===== src/rtl/acc_i8_en_b.sv =====
// rtl/acc_i8_en_b.sv - enabled sample accumulator: sums LEN enabled samples, publishes y with a valid pulse
module acc_i8_en_b #(
  parameter int               WIDTH = 8,
  parameter int               LEN   = 4,
  parameter logic [WIDTH-1:0] INIT  = '0
) (
  input  logic             clock,
  input  logic             reset,
  input  logic [WIDTH-1:0] a,
  input  logic             en,
  input  logic             start,
  output logic [WIDTH-1:0] y,
  output logic             valid,
  output logic             busy
);

  localparam int            CW   = $clog2(LEN + 1);
  localparam logic [CW-1:0] LAST = CW'(LEN - 1);

  typedef enum logic [1:0] {
    IDLE = 2'd0,
    ACC  = 2'd1,
    DONE = 2'd2
  } state_t;

  state_t         state;
  logic [WIDTH-1:0] acc;
  logic [CW-1:0]    cnt;

  always_ff @(posedge clock or posedge reset) begin
    if (reset) begin
      state <= IDLE;
      acc   <= '0;
      cnt   <= '0;
      y     <= INIT;
      valid <= 1'b0;
      busy  <= 1'b0;
    end else begin
      valid <= 1'b0;
      case (state)
        IDLE: begin
          if (start) begin
            state <= ACC;
            acc   <= '0;
            cnt   <= '0;
            busy  <= 1'b1;
          end
        end
        ACC: begin
          // a is only read under en so an undriven bus never reaches acc or y
          if (en) begin
            if (cnt == LAST) begin
              y     <= acc + a;
              valid <= 1'b1;
              busy  <= 1'b0;
              state <= DONE;
            end else begin
              acc <= acc + a;
              cnt <= cnt + 1'b1;
            end
          end
        end
        DONE: begin
          if (start) begin
            state <= ACC;
            acc   <= '0;
            cnt   <= '0;
            busy  <= 1'b1;
          end else begin
            state <= IDLE;
          end
        end
        default: begin
          state <= IDLE;
          busy  <= 1'b0;
        end
      endcase
    end
  end

endmodule


===== config.mk =====
export PLATFORM = sky130hd
export DESIGN_NAME = acc_i8_en_b
export DESIGN_NICKNAME = d
export VERILOG_FILES = /design/src/rtl/acc_i8_en_b.sv
export SDC_FILE = /design/constraint.sdc
export NUM_CORES = 1
export LEC_CHECK = 0
export ABC_AREA = 1
export CAP_MARGIN = 0
export CORE_ASPECT_RATIO = 1.5
export CORE_UTILIZATION = 50
export DETAILED_ROUTE_END_ITERATION = 8
export PLACE_DENSITY = 0.76
export SLEW_MARGIN = 20
export SYNTH_ARGS = -nofsm -noshare
export SYNTH_HDL_FRONTEND = slang
export SYNTH_SLANG_ARGS = --single-unit

===== constraint.sdc =====
create_clock -name clock -period 1.8 [get_ports clock]
set_input_delay 0.36 -clock clock [delete_from_list [all_inputs] [get_ports clock]]
set_output_delay 0.36 -clock clock [all_outputs]
set_load 0.05 [all_outputs]

# Word-level counts from Yosys, hierarchy flattened
# Index checks and enable logic that the tools add are counted.
dict set report word_totals {
  elab_cells 43
  output_inout_bits 10
  register_bits 23
  input_bits 12
}
dict set report classes {
  eq_ne 8
  add_sub_neg 2
  mux 20
  reduce_logical 7
}
# cell count
set ops {}
lappend ops {{$mux 8} 3}
lappend ops {{$pmux 8 s2} 1}
lappend ops {{$mux 3} 3}
lappend ops {{$reduce_and 3->1} 3}
lappend ops {{$add 8x8->8} 1}
lappend ops {{$ne 2x2->1 const B} 4}
lappend ops {{$mux 1} 7}
lappend ops {{$mux 2} 3}
lappend ops {{$pmux 2 s3} 1}
lappend ops {{$pmux 3 s2} 1}
lappend ops {{$reduce_and 4->1} 1}
lappend ops {{$add 3x1->3 const B} 1}
lappend ops {{$eq 3x2->1 const B} 1}
lappend ops {{$eq 2x1->1 const B} 1}
lappend ops {{$eq 2x2->1 const B} 1}
lappend ops {{$logic_not 2->1} 1}
lappend ops {{$ne 2x1->1 const B} 1}
lappend ops {{$pmux 1 s2} 1}
lappend ops {{$reduce_bool 2->1} 1}
lappend ops {{$reduce_or 2->1} 1}

# Depth between registers and ports, before layout
# Gate-level depths: netlist of the first run.
dict set report logic_depth {
  depth_word 4
  ltp_mapped 11
  ltp_nobuf 11
}

# Worst setup path after synthesis of the first run
# OpenSTA, ideal clock, no wires.
dict set report synth_path {
  path_kind {input to register}
  from {in a[0]}
  to {reg y[6]}
  path_buffers 0
  arrival_ns 1.379
  setup_ns 0.118
  cell_stages 11
  t_required_ns 1.682
  setup_slack_ns 0.303
  path_cell_list {ha_1 > inv_1 > fa_1 > inv_1 > nand2_1 > nand2_1 > nand3b_1 > nand2_1 > nand2_1 > nand3_1 > nand2_1}
}
dict set report synth_via {
  elab_chain_len 1
}
# element line_no
set synth_rtl {}
lappend synth_rtl {{start: declaration} 9} ;# input logic [WIDTH-1:0] a,
lappend synth_rtl {{$add 8x8->8} 53} ;# y <= acc + a;
lappend synth_rtl {{end signal: assignment} 53}
lappend synth_rtl {{end: declaration} 12} ;# output logic [WIDTH-1:0] y,
# No other way between the ends.
# A chain may end at the register's enable or synchronous reset.

# Worst setup path after layout of the first run
# Same ends and word-level chain as after synthesis.

==> run metrics, run 1 <==
WP data required=2.03 ns; Ys Warns=0; Cell Area, Placed=0.001577 mm²; Worst path slowest cell=clkdlybuf4s50_1; ys async rst share=100.0%; Max Cap Violations=0; share of the synthesized area in the top cell type=44.88%; outcome=complete, but fails checks; Max clock buf depth=2; Slew Limit Fails=0; Final Wtd Congestion=0.8446; Clock Skew=0.01133 ns; reg2reg start=cnt[0]$_DFFE_PP0P_; Reg clk slew, reported paths=0.14 ns; Fmax achieved=599.8 MHz; vias in the first global route=1151; Ant. Diodes=0; class of the worst hold path=in -> async; CP bufs+invs=3; final setup vio count=0; worst-case reg-to-reg path depth=7; most frequent cell after synthesis=nand2_1; Leak=0.8764 nW; arrival time worst endpoint=1.90 ns; PortBufs=21; delay-heaviest family, CP=buffers and inverters; R2R Setup Slk=0.21 ns; full die area=0.002775 mm²; first-pass GRT wire length=4567 µm; drt pass-1 iters=7; Cell Chain, Critical Path=clkdlybuf4s50_1 > ha_1 > inv_1 > fa_2 > inv_1 > nand2_1 > nand2_1 > nand3b_1 > nand2_1 > nand2_1 > nand3_1 > nand2_1; Die Wd=43.35 µm; total CTS buffers=3; sequential area share after synthesis=44.88%; Final period util=92.62%; critical path's most frequent cell=nand2_1; syn_nets=174; Avg Inst Size Synth=8.437 µm²; vias=1101; number of setup buffers added after CTS=0; Max-slew headroom=80.31%; VDD IR max=0.9404 mV; drt via density=5.193; nets@finish=211; Final Cell Area=0.001607 mm²; Post-synth top flop=dfrtp_1; cells after synthesis=152; synth unique cells=24; largest net degree at the start of global routing=24; Die Ht=64.03 µm; core footprint=0.002450 mm²; wire length per cell=12.40 µm; setup TNS=0 ns; TritonCTS clock tree=done; Initial Util=52.35%; Overflow after GRT=0; latest clock arrival within the worst-skew pair=0.32 ns; crit end category=flop; RR Endpoint=acc[2]$_DFFE_PP0P_; site row count=22; Slew @ Worst Pin=0.2953 ns; unrepaired setup endpoints after global routing=false; final hold vios=0; CP Max Fanout=2; GRT Util Overall=21.22%; Post-route DRC=2; DR iter-0 viols=31; total power=2.801 mW; PD cells=1744 mW/mm²; failing checks=design-rule violations; antenna violations before repair=0; CP Launch Type=input pin; area delta synth->final=25.27%; kind of critical path=in -> reg; fin crit period=1.667 ns; Max stage delay on crit path=0.46 ns; hpwl dp=2050 µm; clock sink count=23; number of I/O pins=22; Yosys reg bits=23; CTS root buf=clkbuf_4; H-tree depth=1; antenna-violating nets left=0; Netlist Area Pre-Place=0.001282 mm²; largest cells by area after synthesis=dfrtp_1 45%, nand2_1 14%, ha_1 8.8%; fraction of layout cells with a size suffix above 1=21.28%; most frequent cells after synthesis=47 x nand2_1, 23 x dfrtp_1, 21 x inv_1; EDFF count, synth=0; dominant cell type by area after synthesis=dfrtp_1; final wirelength=2629 µm
-- how the worst max path moves through the flow --
stage | startpoint | to | slack, ns | cells past startpoint
final | a[0] | y[6]$_DFFE_PP0P_ | 0.13 | 12
after global routing | a[0] | y[6]$_DFFE_PP0P_ | 0.03 | 12
after global placement | a[0] | y[4]$_DFFE_PP0P_ | -0.22 | 11
after floorplan | a[0] | y[6]$_DFFE_PP0P_ | 0.30 | 11
after CTS | a[0] | y[6]$_DFFE_PP0P_ | 0.06 | 12
after detailed placement | a[0] | y[6]$_DFFE_PP0P_ | -0.28 | 12
-- kinds of logic after synthesis --
logic type               Yosys count  synth area share [%]
AO/OA/AOI/OAI                     13                 6.146
XOR/XNOR                           2                 1.366
adder cells (fa/ha/maj)           10                 10.34
buffers and inverters             24                 7.610
flip-flops                        23                 44.88
AND/OR/NAND/NOR                   80                 29.66
-- per-stage QoR --
step	setup WS (ns)	std cells	util (%)	hold WS [ns]
2_1_floorplan	0.3031	152	-	0.3619
3_3_place_gp	-0.2248	208	64.35	0.4582
3_5_place_dp	-0.2799	208	64.35	0.4684
4_1_cts	0.05595	212	65.48	0.3943
5_1_grt	0.02683	212	65.58	0.4124
6_report	0.1328	212	65.58	0.3659
-- sequential cells by signal (all words and copies together) (netlist names) --
signal / cells
state: 2
busy: 1
y: 8
valid: 1
cnt: 3
acc: 8
-- cells in the final DEF (no fill, tap or decap), drive strengths merged --
| cell type | n |
|---|---|
| a21oi | 3 |
| clkinv | 1 |
| fa | 1 |
| o21ai | 8 |
| buf | 22 |
| xor2 | 1 |
| o22ai | 2 |
| nand3 | 15 |
| nand2 | 50 |
| nor3 | 3 |
| dfrtp | 23 |
| clkdlybuf4s50 | 11 |
| nor2 | 5 |
| or2 | 4 |
| nand3b | 2 |
| inv | 23 |
| clkbuf | 3 |
| ha | 9 |
| xnor2 | 1 |
| and2 | 1 |
-- worst reg2reg max path, cell delays in order, from the launching register on --
cell and delay (ns):
dfrtp_1 0.43, ha_1 0.20, ha_1 0.24, nor3_4 0.27, nor2_2 0.07, buf_4 0.15, nand2_1 0.05, o21ai_0 0.07
-- report_power, final --
group | switching, mW | internal [mW] | leakage [nW]
Combinational | 1.03 | 0.651 | 0.569
Clock | 0.165 | 0.0832 | 0.0177
Sequential | 0.135 | 0.736 | 0.290
Total | 1.33 | 1.47 | 0.876
-- layer usage --
layer | vias to the layer above | share of wire (%) | track usage [%]
met2 | 20 | 54 | 39.77
li1 | 553 | - | -
met4 | 0 | 0.99 | 7.422
met5 | - | 0 | 0
met3 | 4 | 3.2 | 1.977
met1 | 524 | 42 | 23.99
-- repair_timing --
item | CTS | global route
gates resized for setup | 0 | 1
hold buffers | 0 | 0
setup endpoints to repair | 0 | 4
-- layout make-up --
| type | count | area, µm² |
|---|---|---|
| Tap cell | 24 | 30.03 |
| Timing Repair Buffer | 33 | 275.3 |
| Fill cell | 199 | 843.3 |
| Clock buffer | 3 | 22.52 |
| Sequential cell | 23 | 575.6 |
| Inverter | 23 | 86.33 |
| Clock inverter | 1 | 5.005 |
| Multi-Input combinational cell | 105 | 611.8 |
Note: power is estimated with default switching activity, not from simulation.
==> run 2: changes to the inputs <==
--- a/config.mk
+++ b/config.mk
@@ -10,6 +10,7 @@
 export CORE_ASPECT_RATIO = 1.5
 export CORE_UTILIZATION = 50
 export DETAILED_ROUTE_END_ITERATION = 8
+export GPL_ROUTABILITY_DRIVEN = 0
 export PLACE_DENSITY = 0.76
 export SLEW_MARGIN = 20
 export SYNTH_ARGS = -nofsm -noshare
==> results of run 2 <==
Same layout as run 1: the final DEF is identical, and so are final timing and power.
==> patch (config.mk and constraints of run 2) <==
Set the parameter `LEN` to 16 (it was 4).
--- a/src/rtl/acc_i8_en_b.sv
+++ b/src/rtl/acc_i8_en_b.sv
@@ -1,7 +1,7 @@
 // rtl/acc_i8_en_b.sv - enabled sample accumulator: sums LEN enabled samples, publishes y with a valid pulse
 module acc_i8_en_b #(
   parameter int               WIDTH = 8,
-  parameter int               LEN   = 4,
+  parameter int               LEN   = 16,
   parameter logic [WIDTH-1:0] INIT  = '0
 ) (
   input  logic             clock,
Check against the original RTL: not equivalent (a bounded check fails within 10 cycles, from zero or initial values and one cycle with reset high).
==> patch against run 2 <==
- power increased by 7.9%
- setup slack got worse by 9.6 ps
- routed wire length grew 8.9%
- non-clock buffer count is 5 higher
- critical path type is now flip-flop to flip-flop
- sequential cell count rose by 2
- register-to-register slack got worse by 90 ps
- final area rose by 8.6%
- area after synthesis grew 6.2%
==> patch: results (changes against run 2) <==
Power and ir drop
  • IR Drop Worst-Case VDD: 0.0009673 V (+2.9%)
  • Seq group: 958 µW (+10%)
  • Int Pwr: 1622 µW (+10%)
  • Register share of total power: 0.317 (+0.006)
  • Gate power share: 0.596 (-0.004)

Setup path
  • R2r worst-path depth: 9 (+2)
  • Critical path type: flip-flop to flip-flop
  • Crit path max fanout: 11 (+9)
  • Reg2reg end: y[2]

Synthesis
  • Ranking of synthesized cells by area: dfrtp_1 (46%), nand2_1 (14%), ha_1 (8.3%)
  • Syn nets: 185 (+6.3%)
  • Register area share after synthesis: 0.4591 (+0.01036)
  • Post-synth cell types: 25 (+4.2%)
  • Post-Syn Instances: 163 (+7.2%)
  • Synth top cells by count: nand2_1 (50), dfrtp_1 (25), inv_1 (19)

Placement
  • DP Area: 1709 µm² (+8.4%)
  • Setup WS pre-CTS: -234.5 ps (+45.43 ps)
  • Final HPWL DP: 2217 µm (+8.1%)

Drt
  • Drt via density: 4.983 (-4.0%)
  • Routed wire per std cell: 11.93 µm (-3.8%)
  • DRT Pass-1 Iters: 4 (-3)
  • Initial DRC Count: 37 (+19%)

Finish
  • Filler Cell Count: 213 (+7.0%)
  • Layout cell share with drive strength beyond 1: 0.2304 (+0.01763)
  • Top Registers: acc (8), y (8), cnt (5)
  • Post-route cell area: 1745 µm² (+8.6%)
  • Nets: 227 (+7.6%)
  • Non-filler cells, final: 240 (+13%)

Timing
  • Worst Tran Pin Value: 321.6 ps (+26.25 ps)
  • Worst Hold Margin: 370.5 ps (+4.519 ps)
  • Final period util: 0.9316 (+0.005356)
  • Clock Skew: 7.296 ps (-4.030 ps)

Global routing
  • Vias in the first global route: 1229 (+6.8%)
  • First-pass GRT wire length: 4919 µm (+7.7%)
  • Largest net degree at the start of global routing: 26 (+8.3%)
  • GRT Total Usage: 0.2275 (+0.01530)

Run status
  • Status: finished clean
-- patch: area by class of cell --
cell class                      instances  share of cell area
Clock buffer                            4             0.01505
Inverter                               23             0.04946
Multi-Input combinational cell        114              0.3720
Sequential cell                        25              0.3584
Tap cell                               36             0.02581
Timing Repair Buffer                   38              0.1792
-- patch: cells by family after synthesis --
logic type                 share of synthesized area
AOI/OAI and AO/OA                            0.07071
DFF                                           0.4591
adders and majority gates                    0.09734
and+or+nand+nor                               0.2883
buffers and inverters                        0.07162
xor gates and xnor gates                     0.01286
-- patch: critical path, cell delays in order, from the launching register on --
cell     delay (ps)
dfrtp_1         420
ha_1            180
nand2_1          70
nor2_1          130
ha_1            200
inv_2            70
nor3_4          210
inv_2           150
nand2_1         100
o21ai_2          50
-- patch: routing by layer --
metal / up-vias / part of all wire / track usage
li1: 605 / - / -
met5: - / 0 / 0
met1: 571 / 0.44 / 0.2406
met4: 0 / 0.0098 / 0.09848
met2: 16 / 0.54 / 0.4375
met3: 4 / 0.017 / 0.01639
